<file path="config.mk">
export PLATFORM = sky130hd
export DESIGN_NAME = rca_pipe_flat
export DESIGN_NICKNAME = d
export VERILOG_FILES = /design/src/rtl/rca_pipe_if.sv /design/src/rtl/rca_pipe.sv /design/src/flat_wrapper.sv
export SDC_FILE = /design/constraint.sdc
export NUM_CORES = 1
export LEC_CHECK = 0
export BUFFER_PORTS_ARGS = -buffer_cell sky130_fd_sc_hd__buf_2
export CORE_MARGIN = 2
export CORE_UTILIZATION = 50
export CTS_BUF_LIST = sky130_fd_sc_hd__clkbuf_2
export CTS_CLUSTER_SIZE = 12
export DETAILED_ROUTE_END_ITERATION = 8
export GPL_ROUTABILITY_DRIVEN = 0
export GPL_TIMING_DRIVEN = 1
export PLACE_DENSITY_LB_ADDON = 0.15
export SLEW_MARGIN = 20
export SYNTH_ARGS = -nofsm -noshare
export SYNTH_HDL_FRONTEND = slang
export SYNTH_SLANG_ARGS = --single-unit
</file>
<file path="constraint.sdc">
create_clock -name clk -period 4.8 [get_ports clk]
set_input_delay 0.24 -clock clk [delete_from_list [all_inputs] [get_ports clk]]
set_output_delay 0.24 -clock clk [all_outputs]
set_load 0.1 [all_outputs]
</file>
<file path="src/rtl/rca_pipe_if.sv">
// rtl/rca_pipe_if.sv - operand/result stream bundle for rca_pipe; ovf exists only with RCA_PIPE_OVF_EN
interface rca_pipe_if #(
  parameter int WIDTH = 32
);
  logic             in_valid;
  logic             in_ready;
  logic [WIDTH-1:0] a;
  logic [WIDTH-1:0] b;
  logic             cin;
  logic             out_valid;
  logic             out_ready;
  logic [WIDTH-1:0] s;
  logic             cout;
`ifdef RCA_PIPE_OVF_EN
  logic             ovf;
`endif

  modport master (
    output in_valid, a, b, cin, out_ready,
    input  in_ready, out_valid, s, cout
`ifdef RCA_PIPE_OVF_EN
    , input ovf
`endif
  );

  modport slave (
    input  in_valid, a, b, cin, out_ready,
    output in_ready, out_valid, s, cout
`ifdef RCA_PIPE_OVF_EN
    , output ovf
`endif
  );
endinterface

</file>
<file path="src/rtl/rca_pipe.sv">
// rtl/rca_pipe.sv - pipelined ripple-carry adder, one register boundary per SW-bit slice
// Optional signed overflow output enabled by RCA_PIPE_OVF_EN.
module rca_pipe #(
  parameter int WIDTH  = 32,
  parameter int STAGES = 4
) (
  input logic       clk,
  input logic       rst_n,
  rca_pipe_if.slave bus
);
  localparam int SW = (STAGES > 0) ? WIDTH / STAGES : 1;

  if (WIDTH < 1 || STAGES < 1 || STAGES > WIDTH || (WIDTH % STAGES) != 0) begin : g_bad_cfg
    $error("rca_pipe: WIDTH must be a positive multiple of STAGES");
  end

  logic adv;

  for (genvar k = 0; k < STAGES; k++) begin : g_st
    localparam int LO = k * SW;
    localparam int HI = LO + SW;

    // in_a/in_b hold only the operand bits not yet added: this slice plus everything above it
    logic [WIDTH-LO-1:0] in_a;
    logic [WIDTH-LO-1:0] in_b;
    logic                in_c;
    logic                in_v;
    logic [SW-1:0]       sl_s;
    logic                sl_c;
    logic [HI-1:0]       s_d;
    logic                v_q;
    logic                c_q;
    logic [HI-1:0]       s_q;

    if (k == 0) begin : g_src
      assign in_a = bus.a;
      assign in_b = bus.b;
      assign in_c = bus.cin;
      assign in_v = bus.in_valid;
      assign s_d  = sl_s;
    end else begin : g_src
      assign in_a = g_st[k-1].g_op.a_q;
      assign in_b = g_st[k-1].g_op.b_q;
      assign in_c = g_st[k-1].c_q;
      assign in_v = g_st[k-1].v_q;
      assign s_d  = {sl_s, g_st[k-1].s_q};
    end

    always_comb begin
      logic c;
      c    = in_c;
      sl_s = '0;
      for (int i = 0; i < SW; i++) begin
        sl_s[i] = in_a[i] ^ in_b[i] ^ c;
        c       = (in_a[i] & in_b[i]) | (c & (in_a[i] ^ in_b[i]));
      end
      sl_c = c;
    end

    always_ff @(posedge clk or negedge rst_n) begin
      if (!rst_n) begin
        v_q <= 1'b0;
        c_q <= 1'b0;
        s_q <= '0;
      end else if (adv) begin
        v_q <= in_v;
        if (in_v) begin
          c_q <= sl_c;
          s_q <= s_d;
        end
      end
    end

    if (k < STAGES - 1) begin : g_op
      logic [WIDTH-HI-1:0] a_q;
      logic [WIDTH-HI-1:0] b_q;

      always_ff @(posedge clk or negedge rst_n) begin
        if (!rst_n) begin
          a_q <= '0;
          b_q <= '0;
        end else if (adv && in_v) begin
          a_q <= in_a[WIDTH-LO-1:SW];
          b_q <= in_b[WIDTH-LO-1:SW];
        end
      end
    end
  end

  // Whole pipe moves as one: a bubble in the last stage frees every slot upstream
  assign adv           = !g_st[STAGES-1].v_q || bus.out_ready;
  assign bus.in_ready  = adv;
  assign bus.out_valid = g_st[STAGES-1].v_q;
  assign bus.s         = g_st[STAGES-1].s_q;
  assign bus.cout      = g_st[STAGES-1].c_q;

`ifdef RCA_PIPE_OVF_EN
  logic sa_q;
  logic sb_q;

  always_ff @(posedge clk or negedge rst_n) begin
    if (!rst_n) begin
      sa_q <= 1'b0;
      sb_q <= 1'b0;
    end else if (adv && g_st[STAGES-1].in_v) begin
      sa_q <= g_st[STAGES-1].in_a[SW-1];
      sb_q <= g_st[STAGES-1].in_b[SW-1];
    end
  end

  assign bus.ovf = (sa_q == sb_q) && (g_st[STAGES-1].s_q[WIDTH-1] != sa_q);
`endif
endmodule
</file>
<file path="src/flat_wrapper.sv">
// flat-port wrapper written by rule: the top's interface ports become plain ports
module rca_pipe_flat 
#(
  parameter int WIDTH  = 32,
  parameter int STAGES = 4
)
  (clk, rst_n, bus_in_valid, bus_a, bus_b, bus_cin, bus_out_ready, bus_in_ready, bus_out_valid, bus_s, bus_cout);
  rca_pipe_if #(.WIDTH(WIDTH)) bus_i ();
  input logic clk;
  input logic rst_n;
  input wire logic [$bits(bus_i.in_valid)-1:0] bus_in_valid;
  input wire logic [$bits(bus_i.a)-1:0] bus_a;
  input wire logic [$bits(bus_i.b)-1:0] bus_b;
  input wire logic [$bits(bus_i.cin)-1:0] bus_cin;
  input wire logic [$bits(bus_i.out_ready)-1:0] bus_out_ready;
  output wire logic [$bits(bus_i.in_ready)-1:0] bus_in_ready;
  output wire logic [$bits(bus_i.out_valid)-1:0] bus_out_valid;
  output wire logic [$bits(bus_i.s)-1:0] bus_s;
  output wire logic [$bits(bus_i.cout)-1:0] bus_cout;
  assign bus_i.in_valid = bus_in_valid;
  assign bus_i.a = bus_a;
  assign bus_i.b = bus_b;
  assign bus_i.cin = bus_cin;
  assign bus_i.out_ready = bus_out_ready;
  assign bus_in_ready = bus_i.in_ready;
  assign bus_out_valid = bus_i.out_valid;
  assign bus_s = bus_i.s;
  assign bus_cout = bus_i.cout;
  rca_pipe #(.WIDTH(WIDTH), .STAGES(STAGES)) u_core (.clk(clk), .rst_n(rst_n), .bus(bus_i));
endmodule
</file>
==> flow_summary.html, run 1 <==
<table>
<tr><th>Metric</th><th>Value</th></tr>
<tr><th colspan="2">Critical path</th></tr>
<tr><td>Endpoint required time on the critical path</td><td>5.47 ns</td></tr>
<tr><td>Kind of end point of the critical path</td><td>register</td></tr>
<tr><td>Startpoint Class</td><td>register</td></tr>
<tr><td>Delay contributed by the slowest stage of the critical path</td><td>between 0.4 and 0.5 ns</td></tr>
<tr><td>Cell mode on critical path</td><td>sky130_fd_sc_hd__fa_1</td></tr>
<tr><td>Biggest fanout along the worst timing path</td><td>2</td></tr>
<tr><td>Ordered cell list for the critical path</td><td>inv_1, fa_1, inv_1, fa_1, fa_1, fa_1, fa_1, fa_1, fa_1, inv_1, fa_1, mux2i_1</td></tr>
<tr><td>Classification of the worst setup path</td><td>reg -&gt; reg</td></tr>
<tr><td>Slowest cell on the critical path</td><td>sky130_fd_sc_hd__fa_1</td></tr>
<tr><td>Data arrival time at the worst-slack endpoint</td><td>4.87 ns</td></tr>
<tr><th colspan="2">Finish</th></tr>
<tr><td>Non-filler cells in the finished layout</td><td>840</td></tr>
<tr><td>Share of post-route cells with drive strength above 1</td><td>0.476</td></tr>
<tr><td>Utilization after layout</td><td>0.613</td></tr>
<tr><td>Number of filler instances in the final layout</td><td>1,201</td></tr>
<tr><td>Layout Area Growth over Synthesis</td><td>20.5%</td></tr>
<tr><td>Final nets</td><td>739</td></tr>
<tr><th colspan="2">Die</th></tr>
<tr><td>Floorplan Core Area</td><td>~15,000 sq um</td></tr>
<tr><td>Die width</td><td>128 um</td></tr>
<tr><td>I/O pin total</td><td>between 100 and 150</td></tr>
<tr><td>Starting Density</td><td>0.509</td></tr>
<tr><td>Die outline area</td><td>around 16,000 sq um</td></tr>
<tr><td>Y dimension of the die</td><td>128 um</td></tr>
<tr><td>Cell row count</td><td>45</td></tr>
<tr><th colspan="2">Routing</th></tr>
<tr><td>WL final</td><td>13,100 um</td></tr>
<tr><td>Vias post-DR</td><td>4,145</td></tr>
<tr><td>First DRT Iteration DRCs</td><td>134</td></tr>
<tr><td>Drt drc</td><td>0</td></tr>
<tr><td>Antenna Nets Post-Route</td><td>0</td></tr>
<tr><td>Vias per cell</td><td>around 5</td></tr>
<tr><td>Average detailed-routed wire length per instance</td><td>15.6 um</td></tr>
<tr><td>First-pass iteration count of the detailed router</td><td>4</td></tr>
<tr><th colspan="2">CTS</th></tr>
<tr><td>Clock slew at reported path FFs</td><td>0.25 ns</td></tr>
<tr><td>H-tree Lvls</td><td>4</td></tr>
<tr><td>Clock root cell</td><td>sky130_fd_sc_hd__clkbuf_2</td></tr>
<tr><td>CTS tree</td><td>yes</td></tr>
<tr><td>Clock latency on the worst-skew pair</td><td>0.75 ns</td></tr>
<tr><td>Number of buffers inserted during clock tree synthesis</td><td>17</td></tr>
<tr><td>Clock sinks</td><td>184</td></tr>
<tr><td>Setup Fix Bufs, Post-CTS</td><td>0</td></tr>
<tr><td>Largest buffer count on any clock path</td><td>2</td></tr>
<tr><th colspan="2">Global routing</th></tr>
<tr><td>Pin count of the biggest net entering global routing</td><td>91</td></tr>
<tr><td>Global Route Usage Sum</td><td>0.177</td></tr>
<tr><td>Number of antenna violations at the first check in global routing</td><td>1</td></tr>
<tr><td>Vias in the first global route</td><td>~4,600</td></tr>
<tr><td>Global-route congestion overflow total</td><td>0</td></tr>
<tr><td>Global-route wire length before repair</td><td>22,100 um</td></tr>
<tr><th colspan="2">Worst hold path</th></tr>
<tr><td>Hold crit path type</td><td>in -&gt; async</td></tr>
<tr><th colspan="2">Logic synthesis</th></tr>
<tr><td>Count of mapped cells out of synthesis</td><td>465</td></tr>
<tr><td>Leading cell types by total area after synthesis</td><td>sky130_fd_sc_hd__dfrtp_1 60%, sky130_fd_sc_hd__mux2_2 22%, sky130_fd_sc_hd__fa_1 8.3%, sky130_fd_sc_hd__mux2_4 3.1%, sky130_fd_sc_hd__inv_1 2.0%</td></tr>
<tr><td>Unique masters post-synth</td><td>14</td></tr>
<tr><td>Share of the yosys chip area belonging to registers</td><td>0.600</td></tr>
<tr><td>Top_reg_cell synth</td><td>sky130_fd_sc_hd__dfrtp_1</td></tr>
<tr><td>Syn_nets</td><td>566</td></tr>
<tr><td>Synth Cell Area</td><td>7680 sq um</td></tr>
<tr><td>Library cell with the largest summed area after synthesis</td><td>sky130_fd_sc_hd__dfrtp_1</td></tr>
<tr><td>Number of enable flip-flop cells after synthesis</td><td>0</td></tr>
<tr><td>Count of state elements after synthesis</td><td>184</td></tr>
<tr><td>Count of yosys warnings during synthesis</td><td>0</td></tr>
<tr><td>Mean post-synth cell area</td><td>~17 sq um</td></tr>
<tr><td>Post-synthesis async set-or-reset flop share</td><td>1.00</td></tr>
<tr><td>Leading cell type by number of instances after synthesis</td><td>sky130_fd_sc_hd__dfrtp_1</td></tr>
<tr><td>Post-synth top cells</td><td>184 x sky130_fd_sc_hd__dfrtp_1, 152 x sky130_fd_sc_hd__mux2_2, 41 x sky130_fd_sc_hd__inv_1</td></tr>
<tr><td>Fraction of synthesized cell area taken by the top area cell type</td><td>0.600</td></tr>
<tr><th colspan="2">Timing</th></tr>
<tr><td>Highest clock frequency the design can meet</td><td>0.238 GHz</td></tr>
<tr><td>Sum of negative setup slack</td><td>0 ns</td></tr>
<tr><td>Final setup slack of the worst path</td><td>around 0.6 ns</td></tr>
<tr><td>Share of the clock period used by the worst path</td><td>0.875</td></tr>
<tr><td>Relative slew slack</td><td>0.340</td></tr>
<tr><td>Final setup violating endpoints</td><td>0</td></tr>
<tr><td>Worst-case clock skew</td><td>0.0316 ns</td></tr>
<tr><td>Shortest period the worst path allows</td><td>around 4.2 ns</td></tr>
<tr><td>Pin slew with the least headroom to its limit</td><td>0.987 ns</td></tr>
<tr><td>Setup repair after global routing missed its margin</td><td>no</td></tr>
<tr><td>Final Slew Violations</td><td>0</td></tr>
<tr><td>Final number of hold-violating endpoints</td><td>0</td></tr>
<tr><th colspan="2">Place</th></tr>
<tr><td>Input/output buffers</td><td>103</td></tr>
<tr><td>Placement-stage worst setup slack</td><td>around 0.63 ns</td></tr>
<tr><td>Inst Count DP</td><td>740</td></tr>
<tr><td>Sum of net half-perimeters after detailed placement</td><td>just over 8000 um</td></tr>
<tr><th colspan="2">Power</th></tr>
<tr><td>Part of the power in combinational logic</td><td>0.475</td></tr>
<tr><td>Switching component of the power</td><td>between 2000 and 3000 uW</td></tr>
<tr><td>Int Power</td><td>roughly 3800 uW</td></tr>
<tr><td>Switching share of power</td><td>0.431</td></tr>
<tr><td>Maximum ir drop on the vdd rail</td><td>0.000552 V</td></tr>
<tr><td>Portion of total power attributed to sequential cells</td><td>0.402</td></tr>
<tr><td>Leakage power</td><td>0.00433 uW</td></tr>
<tr><td>Total Power Consumption</td><td>6590 uW</td></tr>
<tr><td>Fraction of power consumed by the clock network</td><td>0.124</td></tr>
<tr><td>Cell area power density</td><td>713 nW/um^2</td></tr>
<tr><th colspan="2">Status</th></tr>
<tr><td>Outcome</td><td>complete, no violations</td></tr>
<tr><th colspan="2">Run</th></tr>
<tr><td>Number of violations of the max-capacitance limit</td><td>0</td></tr>
</table>
## metal layers
layer | global-route usage | share of wire | vias to the layer above
met5 | 0 | 0 | -
li1 | - | - | 1909
met1 | 0.220 | 0.44 | 2151
met2 | 0.299 | 0.51 | 67
met4 | 0.0756 | 0.016 | 0
met3 | 0.0401 | 0.030 | 18
## critical path, delay by kind of cell, from the launching register on
kind,cells,cell delay (ns)
DFF,1,0.44
muxes,1,0.12
adders and majority gates,8,3.33
buffers and inverters,3,0.22
## what timing repair did
action / 4_1_cts / 5_1_grt
hold buffers: 67 / 0
endpoints found under the hold margin: 148 / 0
resized for setup: 0 / 0
setup endpoints to repair: 0 / 0
## cell families (layout without fill, tap and decap cells)
family                   count (synthesis)  count (layout)  share of synthesized area
AO/OA/AOI/OAI                            3               3                    0.00196
other                                    0               1                          0
multiplexers                           180             180                      0.270
flip-flops                             184             184                      0.600
buffers and inverters                   60             246                     0.0396
adder cells (fa/ha/maj)                 32              32                     0.0835
AND/OR/NAND/NOR                          6               6                    0.00522
## cell type report
| cell class | count | area, sq um | area share |
|---|---|---|---|
| sequential | 184 | 4600 | 0.498 |
| multi-input combinational | 221 | 2770 | 0.300 |
| inverter | 41 | 154 | 0.0166 |
| tap | 188 | 235 | 0.0254 |
| timing repair buffer | 173 | 1210 | 0.131 |
| clock buffer | 17 | 85.1 | 0.00920 |
| clock inverter | 15 | 178 | 0.0192 |
| antenna | 1 | 2.50 | 0.000271 |
## worst paths after layout
check / startpoint / end / slack, ns / cells after the start
max in group asynchronous: rst_n / u_core.g_st[1].g_op.a_q[3] / 3.49 / 3
min reg2reg: u_core.g_st[2].s_q[23] / u_core.bus.s[23] / 0.52 / 1
max reg2reg: u_core.g_st[1].g_op.b_q[0] / u_core.g_st[2].s_q[23] / 0.60 / 12
max: u_core.g_st[1].g_op.b_q[0] / u_core.g_st[2].s_q[23] / 0.60 / 12
min in group clk: bus_a[22] / u_core.g_st[0].g_op.a_q[14] / 0.23 / 3
min: rst_n / u_core.g_st[0].g_op.a_q[1] / 0.08 / 2
## layout by cell type (no fill, tap or decap)
master,instances
sky130_fd_sc_hd__buf_6,1
sky130_fd_sc_hd__buf_4,3
sky130_fd_sc_hd__clkinv_4,3
sky130_fd_sc_hd__diode_2,1
sky130_fd_sc_hd__nand2_2,2
sky130_fd_sc_hd__fa_1,32
sky130_fd_sc_hd__buf_2,102
sky130_fd_sc_hd__dlygate4sd3_1,67
sky130_fd_sc_hd__mux2_4,16
sky130_fd_sc_hd__mux2_2,152
sky130_fd_sc_hd__nand2_1,1
sky130_fd_sc_hd__o21ai_0,3
sky130_fd_sc_hd__nand2_4,2
sky130_fd_sc_hd__dfrtp_1,184
sky130_fd_sc_hd__clkinvlp_4,5
sky130_fd_sc_hd__inv_1,41
sky130_fd_sc_hd__clkbuf_2,17
sky130_fd_sc_hd__mux2i_1,12
sky130_fd_sc_hd__inv_6,1
sky130_fd_sc_hd__bufinv_16,3
sky130_fd_sc_hd__clkinv_2,3
sky130_fd_sc_hd__nand2b_1,1
## power groups by stage
stage	registers, uW	clock network [uW]	logic [uW]
floorplan	3640	0	1550
global placement	2660	0	3040
detailed placement	2700	0	3140
CTS	2650	857	3200
global route	2740	915	3390
finish	2650	815	3130
## registers in the layout (all words and copies together), names as in the netlist
| signal | cells |
|---|---|
| u_core.bus.cout | 1 |
| u_core.g_st.c_q | 3 |
| u_core.g_st.g_op.a_q | 48 |
| u_core.bus.out_valid | 1 |
| u_core.g_st.v_q | 3 |
| u_core.bus.s | 32 |
| u_core.g_st.s_q | 48 |
| u_core.g_st.g_op.b_q | 48 |
## through the flow
stage	hold WS (ns)	cell area (sq um)
finish	0.0788	9250
floorplan	-0.0556	7680
global placement	0.349	8310
global route	0.0387	9250
CTS	0.0202	9240
detailed placement	0.372	8310
(Power assumes the default switching activity.)
==> run 2, diff against run 1 <==
Settings changed: CORE_UTILIZATION 50 to 45.
==> run 2 against run 1 <==
Compared with the run above:
- global-route usage down 1.2 points
- routed wire length up 3.7%
- register-to-register slack better by 0.02 ns
- count of clock-buffer cells in the layout up 1
- setup slack better by 0.019 ns
- cell area up 0.11%
- sequential power about the same
- critical path type unchanged
- critical endpoint unchanged
- largest cell class unchanged
==> flow_summary.html, run 2 (same netlist as run 1, synthesis figures left out) <==
<table>
<tr><th>Metric</th><th>Value</th></tr>
<tr><th colspan="2">Timing</th></tr>
<tr><td>Relative slew slack</td><td>0.344</td></tr>
<tr><td>Pin slew with the least headroom to its limit</td><td>0.981 ns</td></tr>
<tr><td>Final number of hold-violating endpoints</td><td>0</td></tr>
<tr><td>Worst-case clock skew</td><td>approximately 0.029 ns</td></tr>
<tr><td>Shortest period the worst path allows</td><td>4.18 ns</td></tr>
<tr><td>Setup repair after global routing missed its margin</td><td>no</td></tr>
<tr><td>Highest clock frequency the design can meet</td><td>around 0.24 GHz</td></tr>
<tr><td>Share of the clock period used by the worst path</td><td>0.871</td></tr>
<tr><td>Sum of negative setup slack</td><td>0 ns</td></tr>
<tr><td>Final Slew Violations</td><td>0</td></tr>
<tr><td>Final setup slack of the worst path</td><td>0.617 ns</td></tr>
<tr><td>Final setup violating endpoints</td><td>0</td></tr>
<tr><td>Worst hold slack after final layout</td><td>~0.13 ns</td></tr>
<tr><th colspan="2">Routing</th></tr>
<tr><td>First DRT Iteration DRCs</td><td>155</td></tr>
<tr><td>WL final</td><td>13,600 um</td></tr>
<tr><td>Drt drc</td><td>0</td></tr>
<tr><td>First-pass iteration count of the detailed router</td><td>4</td></tr>
<tr><td>Vias per cell</td><td>4.70</td></tr>
<tr><td>Antenna Nets Post-Route</td><td>0</td></tr>
<tr><td>Average detailed-routed wire length per instance</td><td>15.5 um</td></tr>
<tr><td>Vias post-DR</td><td>4,095</td></tr>
<tr><th colspan="2">Global routing</th></tr>
<tr><td>Vias in the first global route</td><td>4,617</td></tr>
<tr><td>Global Route Usage Sum</td><td>0.165</td></tr>
<tr><td>Global-route congestion overflow total</td><td>0</td></tr>
<tr><td>Pin count of the biggest net entering global routing</td><td>105</td></tr>
<tr><td>Global-route wire length before repair</td><td>23,100 um</td></tr>
<tr><td>Number of antenna violations at the first check in global routing</td><td>2</td></tr>
<tr><th colspan="2">Finish</th></tr>
<tr><td>Largest registers</td><td>u_core.g_st.g_op.a_q (48), u_core.g_st.g_op.b_q (48), u_core.g_st.s_q (48)</td></tr>
<tr><td>Commonest cells after routing, fill and taps aside</td><td>184 x sky130_fd_sc_hd__dfrtp_1, 152 x sky130_fd_sc_hd__mux2_2, 102 x sky130_fd_sc_hd__buf_2</td></tr>
<tr><td>Final nets</td><td>between 700 and 800</td></tr>
<tr><td>Most common library cell in the layout ignoring fill and taps</td><td>sky130_fd_sc_hd__dfrtp_1</td></tr>
<tr><td>Layout Area Growth over Synthesis</td><td>20.6%</td></tr>
<tr><td>Utilization after layout</td><td>0.556</td></tr>
<tr><td>Summed area of non-filler cells in the final layout</td><td>9260 sq um</td></tr>
<tr><td>Share of post-route cells with drive strength above 1</td><td>0.474</td></tr>
<tr><th colspan="2">Critical path</th></tr>
<tr><td>Biggest fanout along the worst timing path</td><td>2</td></tr>
<tr><td>Startpoint Class</td><td>register</td></tr>
<tr><td>Endpoint required time on the critical path</td><td>~5.5 ns</td></tr>
<tr><td>Data arrival time at the worst-slack endpoint</td><td>4.85 ns</td></tr>
<tr><td>Kind of end point of the critical path</td><td>register</td></tr>
<tr><td>Classification of the worst setup path</td><td>reg -&gt; reg</td></tr>
<tr><th colspan="2">Die</th></tr>
<tr><td>I/O pin total</td><td>104</td></tr>
<tr><td>Die outline area</td><td>18,100 sq um</td></tr>
<tr><td>Y dimension of the die</td><td>135 um</td></tr>
<tr><td>Cell row count</td><td>47</td></tr>
<tr><td>Starting Density</td><td>0.461</td></tr>
<tr><td>Floorplan Core Area</td><td>16,600 sq um</td></tr>
<tr><td>Die width</td><td>around 130 um</td></tr>
<tr><th colspan="2">Place</th></tr>
<tr><td>Input/output buffers</td><td>103</td></tr>
<tr><td>Sum of net half-perimeters after detailed placement</td><td>approximately 8500 um</td></tr>
<tr><td>Standard cell area after detailed placement</td><td>around 8400 sq um</td></tr>
<tr><td>Placement-stage worst setup slack</td><td>0.623 ns</td></tr>
<tr><th colspan="2">Status</th></tr>
<tr><td>Outcome</td><td>complete, no violations</td></tr>
<tr><th colspan="2">CTS</th></tr>
<tr><td>Setup Fix Bufs, Post-CTS</td><td>0</td></tr>
<tr><td>Clock slew at reported path FFs</td><td>0.26 ns</td></tr>
<tr><td>Number of buffers inserted during clock tree synthesis</td><td>17</td></tr>
<tr><td>Clock sinks</td><td>184</td></tr>
<tr><td>CTS tree</td><td>yes</td></tr>
<tr><td>Quantity of gates resized following cts</td><td>0</td></tr>
<tr><td>H-tree Lvls</td><td>4</td></tr>
<tr><td>Largest buffer count on any clock path</td><td>2</td></tr>
<tr><td>Clock root cell</td><td>sky130_fd_sc_hd__clkbuf_2</td></tr>
<tr><td>Clock latency on the worst-skew pair</td><td>0.72 ns</td></tr>
<tr><th colspan="2">Worst hold path</th></tr>
<tr><td>Hold crit path type</td><td>in -&gt; reg</td></tr>
<tr><th colspan="2">Power</th></tr>
<tr><td>Leakage power</td><td>0.00431 uW</td></tr>
<tr><td>Maximum ir drop on the vdd rail</td><td>around 0.00043 V</td></tr>
<tr><td>Cell area power density</td><td>around 710 nW/um^2</td></tr>
<tr><th colspan="2">Run</th></tr>
<tr><td>Number of violations of the max-capacitance limit</td><td>0</td></tr>
</table>
-- run 2: final cells by class --
cell class / instances / area, sq um
Timing Repair Buffer: 172 / 1200
Inverter: 41 / 154
Antenna cell: 2 / 5.00
Tap cell: 220 / 275
Clock inverter: 14 / 150
Clock buffer: 18 / 90.1
Multi-Input combinational cell: 221 / 2770
Fill cell: 1400 / 7390
Sequential cell: 184 / 4600
-- run 2: where the power goes --
part / leakage (uW) / internal, uW / total (uW) / switching [uW]
clock: 0.000133 / 244 / 771 / 527
sequential: 0.00215 / 2260 / 2640 / 384
combinational: 0.00203 / 1210 / 3140 / 1930
total: 0.00431 / 3710 / 6550 / 2840
-- run 2: metal layers --
layer	vias to the layer above	share of wire	GRT usage
met1	2101	0.43	0.208
met2	69	0.51	0.280
met3	12	0.042	0.0495
met4	0	0.013	0.0456
met5	-	0	0
li1	1913	-	-
-- run 2: worst max-delay path, cell delays in order (launching register included) --
cell and delay [ns]:
sky130_fd_sc_hd__dfrtp_1 0.43, sky130_fd_sc_hd__inv_1 0.08, sky130_fd_sc_hd__fa_1 0.18, sky130_fd_sc_hd__inv_1 0.06, sky130_fd_sc_hd__fa_1 0.45, sky130_fd_sc_hd__fa_1 0.47, sky130_fd_sc_hd__fa_1 0.51, sky130_fd_sc_hd__fa_1 0.48
sky130_fd_sc_hd__fa_1 0.47, sky130_fd_sc_hd__fa_1 0.44, sky130_fd_sc_hd__inv_1 0.09, sky130_fd_sc_hd__fa_1 0.38, sky130_fd_sc_hd__mux2i_1 0.12
-- run 2: path summary, 6_finish.rpt --
check,slack (ns),depth (start not counted),start,endpoint
setup / recovery,0.62,12,u_core.g_st[1].g_op.b_q[0],u_core.g_st[2].s_q[23]
hold / removal,0.13,3,bus_out_ready,u_core.bus.out_valid
setup reg to reg,0.62,12,u_core.g_st[1].g_op.b_q[0],u_core.g_st[2].s_q[23]
hold reg to reg,0.52,1,u_core.g_st[2].s_q[7],u_core.bus.s[7]
max in group asynchronous,3.46,3,rst_n,u_core.g_st[2].g_op.a_q[0]
min in group asynchronous,0.16,2,rst_n,u_core.bus.s[2]
-- run 2: timing repair --
action                     4_1_cts  5_1_grt
setup endpoints to repair        0        0
hold endpoints to repair       159        0
hold buffers                    66        0
-- run 2: per-stage QoR --
| step | power [uW] | std cells |
|---|---|---|
| 2_1_floorplan | 5190 | 465 |
| 3_3_place_gp | 5730 | 772 |
| 3_5_place_dp | 5840 | 772 |
| 4_1_cts | 6670 | 870 |
| 5_1_grt | 7040 | 871 |
| 6_report | 6550 | 872 |
==> run 3, diff against run 2 <==
Settings changed: RECOVER_POWER set to 50.
==> run 3 against run 2 <==
Compared with the run above:
- sequential power is essentially flat
- register-to-register slack lost 0.02 ns
- clock power is essentially flat
- the run now ends with max-capacitance violations, max-slew violations left
- setup slack lost 0.023 ns
- non-clock buffer count is the same
- count of clock-buffer cells in the layout is the same
- final cell count is the same
- highest routed layer unchanged
- first-iteration DRC count shrank 7.1%
- combinational power is essentially flat
- maximum frequency shrank 0.56%
- sequential share of layout area grew 0.12 points
- via count is essentially flat
==> flow_summary.html, run 3 (same netlist as run 1, synthesis figures left out) <==
<table>
<tr><th>Metric</th><th>Value</th></tr>
<tr><th colspan="2">CTS</th></tr>
<tr><td>Largest buffer count on any clock path</td><td>2</td></tr>
<tr><td>Number of buffers inserted during clock tree synthesis</td><td>17</td></tr>
<tr><td>Clock slew at reported path FFs</td><td>0.26 ns</td></tr>
<tr><td>Clock latency on the worst-skew pair</td><td>0.71 ns</td></tr>
<tr><td>Setup Fix Bufs, Post-CTS</td><td>0</td></tr>
<tr><td>Clock sinks</td><td>184</td></tr>
<tr><td>Clock root cell</td><td>sky130_fd_sc_hd__clkbuf_2</td></tr>
<tr><td>CTS tree</td><td>yes</td></tr>
<tr><td>Post-CTS Hold Fix Bufs</td><td>between 60 and 70</td></tr>
<tr><td>H-tree Lvls</td><td>4</td></tr>
<tr><td>Quantity of gates resized following cts</td><td>0</td></tr>
<tr><th colspan="2">Global routing</th></tr>
<tr><td>Pin count of the biggest net entering global routing</td><td>105</td></tr>
<tr><td>Fraction of met1 tracks used by global routing</td><td>0.208</td></tr>
<tr><td>Global Route Usage Sum</td><td>0.165</td></tr>
<tr><td>Met2 usage in global routing</td><td>0.280</td></tr>
<tr><td>Global routing usage on met3</td><td>0.0495</td></tr>
<tr><td>Vias in the first global route</td><td>roughly 4,600</td></tr>
<tr><td>Global-route congestion overflow total</td><td>0</td></tr>
<tr><td>Global-route wire length before repair</td><td>between 20,000 and 25,000 um</td></tr>
<tr><td>Global routing's busiest layer</td><td>met2</td></tr>
<tr><td>Number of antenna violations at the first check in global routing</td><td>2</td></tr>
<tr><th colspan="2">Critical path</th></tr>
<tr><td>Depth of the worst register-to-register path</td><td>12</td></tr>
<tr><td>Classification of the worst setup path</td><td>reg -&gt; reg</td></tr>
<tr><td>Kind of end point of the critical path</td><td>register</td></tr>
<tr><td>Critical path depth in cells</td><td>12</td></tr>
<tr><td>Biggest fanout along the worst timing path</td><td>2</td></tr>
<tr><td>Delay contributed by the slowest stage of the critical path</td><td>0.51 ns</td></tr>
<tr><td>Ordered cell list for the critical path</td><td>inv_1, fa_1, inv_1, fa_1, fa_1, fa_1, fa_1, fa_1, fa_1, inv_1, fa_1, mux2i_1</td></tr>
<tr><td>Data arrival time at the worst-slack endpoint</td><td>4.85 ns</td></tr>
<tr><td>Startpoint Class</td><td>register</td></tr>
<tr><td>Top Family by Delay on Critical Path</td><td>adder cells</td></tr>
<tr><td>Cell mode on critical path</td><td>sky130_fd_sc_hd__fa_1</td></tr>
<tr><td>Critical path buffer and inverter count</td><td>3</td></tr>
<tr><td>Endpoint required time on the critical path</td><td>5.44 ns</td></tr>
<tr><td>Slowest cell on the critical path</td><td>sky130_fd_sc_hd__fa_1</td></tr>
<tr><th colspan="2">Power</th></tr>
<tr><td>Cell area power density</td><td>710 nW/um^2</td></tr>
<tr><td>Leakage power</td><td>0.00430 uW</td></tr>
<tr><td>Maximum ir drop on the vdd rail</td><td>0.000432 V</td></tr>
<tr><th colspan="2">Routing</th></tr>
<tr><td>Vias post-DR</td><td>4,091</td></tr>
<tr><td>Average detailed-routed wire length per instance</td><td>15.5 um</td></tr>
<tr><td>Drt drc</td><td>0</td></tr>
<tr><td>First-pass iteration count of the detailed router</td><td>4</td></tr>
<tr><td>WL final</td><td>13,500 um</td></tr>
<tr><td>Vias per cell</td><td>4.69</td></tr>
<tr><td>First DRT Iteration DRCs</td><td>144</td></tr>
<tr><td>Antenna Nets Post-Route</td><td>0</td></tr>
<tr><th colspan="2">Timing</th></tr>
<tr><td>Relative slew slack</td><td>-0.685</td></tr>
<tr><td>Worst-case clock skew</td><td>0.0326 ns</td></tr>
<tr><td>Highest clock frequency the design can meet</td><td>0.238 GHz</td></tr>
<tr><td>Sum of negative setup slack</td><td>0 ns</td></tr>
<tr><td>Worst hold slack after final layout</td><td>0.0693 ns</td></tr>
<tr><td>Final number of hold-violating endpoints</td><td>0</td></tr>
<tr><td>Shortest period the worst path allows</td><td>4.21 ns</td></tr>
<tr><td>Pin slew with the least headroom to its limit</td><td>2.53 ns</td></tr>
<tr><td>Final setup violating endpoints</td><td>0</td></tr>
<tr><td>Share of the clock period used by the worst path</td><td>0.876</td></tr>
<tr><td>Final Slew Violations</td><td>185</td></tr>
<tr><td>Setup repair after global routing missed its margin</td><td>no</td></tr>
<tr><th colspan="2">Finish</th></tr>
<tr><td>Sequential cell area</td><td>4600 sq um</td></tr>
<tr><td>Number of filler instances in the final layout</td><td>between 1,000 and 1,500</td></tr>
<tr><td>Summed area of non-filler cells in the final layout</td><td>9230 sq um</td></tr>
<tr><td>Most common library cell in the layout ignoring fill and taps</td><td>sky130_fd_sc_hd__dfrtp_1</td></tr>
<tr><td>Utilization after layout</td><td>0.555</td></tr>
<tr><td>Layout Area Growth over Synthesis</td><td>20.3%</td></tr>
<tr><td>Total area of multi-input combinational cells</td><td>2760 sq um</td></tr>
<tr><td>Commonest cells after routing, fill and taps aside</td><td>184 x sky130_fd_sc_hd__dfrtp_1, 152 x sky130_fd_sc_hd__mux2_2, 102 x sky130_fd_sc_hd__buf_2</td></tr>
<tr><td>Final nets</td><td>738</td></tr>
<tr><td>Share of post-route cells with drive strength above 1</td><td>0.469</td></tr>
<tr><td>Non-filler cells in the finished layout</td><td>872</td></tr>
<tr><td>Largest registers</td><td>u_core.g_st.g_op.a_q (48), u_core.g_st.g_op.b_q (48), u_core.g_st.s_q (48)</td></tr>
<tr><th colspan="2">Die</th></tr>
<tr><td>Die outline area</td><td>18,100 sq um</td></tr>
<tr><td>Y dimension of the die</td><td>135 um</td></tr>
<tr><td>Floorplan Core Area</td><td>16,600 sq um</td></tr>
<tr><td>Cell row count</td><td>47</td></tr>
<tr><td>Die width</td><td>roughly 130 um</td></tr>
<tr><td>Starting Density</td><td>0.461</td></tr>
<tr><td>I/O pin total</td><td>104</td></tr>
<tr><th colspan="2">Run</th></tr>
<tr><td>Number of violations of the max-capacitance limit</td><td>3</td></tr>
<tr><th colspan="2">Place</th></tr>
<tr><td>Sum of net half-perimeters after detailed placement</td><td>8510 um</td></tr>
<tr><td>Inst Count DP</td><td>slightly below 800</td></tr>
<tr><td>Standard cell area after detailed placement</td><td>8350 sq um</td></tr>
<tr><td>Input/output buffers</td><td>103</td></tr>
<tr><th colspan="2">Worst hold path</th></tr>
<tr><td>Hold crit path type</td><td>in -&gt; reg</td></tr>
<tr><td>Worst Hold Path Cells</td><td>3</td></tr>
<tr><th colspan="2">Status</th></tr>
<tr><td>Outcome</td><td>complete, but fails checks</td></tr>
<tr><td>Violated checks</td><td>max-capacitance violations, max-slew violations</td></tr>
</table>
[run 3: cell types whose count changed in the layout (fill, tap and decap cells not counted), sizes merged]
| cell | delta |
|---|---|
| clkbuf | +3 |
| buf | -3 |
[run 3: path summary, 6_finish.rpt]
| kind | start | slack (ns) | endpoint |
|---|---|---|---|
| hold reg to reg | u_core.g_st[1].s_q[13] | 0.52 | u_core.g_st[2].s_q[13] |
| hold / removal | bus_out_ready | 0.07 | u_core.bus.out_valid |
| min in group asynchronous | rst_n | 0.81 | u_core.bus.s[2] |
| max in group asynchronous | rst_n | 1.27 | u_core.bus.s[8] |
| setup / recovery | u_core.g_st[1].g_op.b_q[0] | 0.59 | u_core.g_st[2].s_q[23] |
| setup reg to reg | u_core.g_st[1].g_op.b_q[0] | 0.59 | u_core.g_st[2].s_q[23] |
[run 3: metal layers]
metal / wire [um] / vias to the layer above / part of all wire
met2: 6900 / 71 / 0.51
li1: - / 1908 / -
met1: 5870 / 2100 / 0.43
met5: 0 / - / 0
met3: 587 / 12 / 0.043
met4: 174 / 0 / 0.013
[run 3: final cells by class]
| class | count | share of cell area |
|---|---|---|
| timing repair buffer | 172 | 0.129 |
| antenna | 2 | 0.000542 |
| clock buffer | 18 | 0.00976 |
| clock inverter | 14 | 0.0163 |
| tap | 220 | 0.0298 |
| sequential | 184 | 0.499 |
| inverter | 41 | 0.0167 |
| multi-input combinational | 221 | 0.299 |
[run 3: per-stage QoR]
stage / setup slack, ns / total power (uW)
6_report: 0.594 / 6560
5_1_grt: 0.389 / 7050
4_1_cts: 0.573 / 6670
3_5_place_dp: 0.623 / 5840
3_3_place_gp: 0.700 / 5730
2_1_floorplan: 0.855 / 5190
[run 3: power breakdown]
group	leakage, uW	switching, uW	internal [uW]	total [uW]
Sequential	0.00215	382	2260	2640
Combinational	0.00202	1930	1220	3150
Clock	0.000133	526	244	769
[run 3: worst reg2reg max path: cells and delay by family (launching register included)]
kind                       cells  cell delay, ns
buffers and inverters          3            0.23
adders and majority gates      8            3.38
DFF                            1            0.43
muxes                          1            0.12
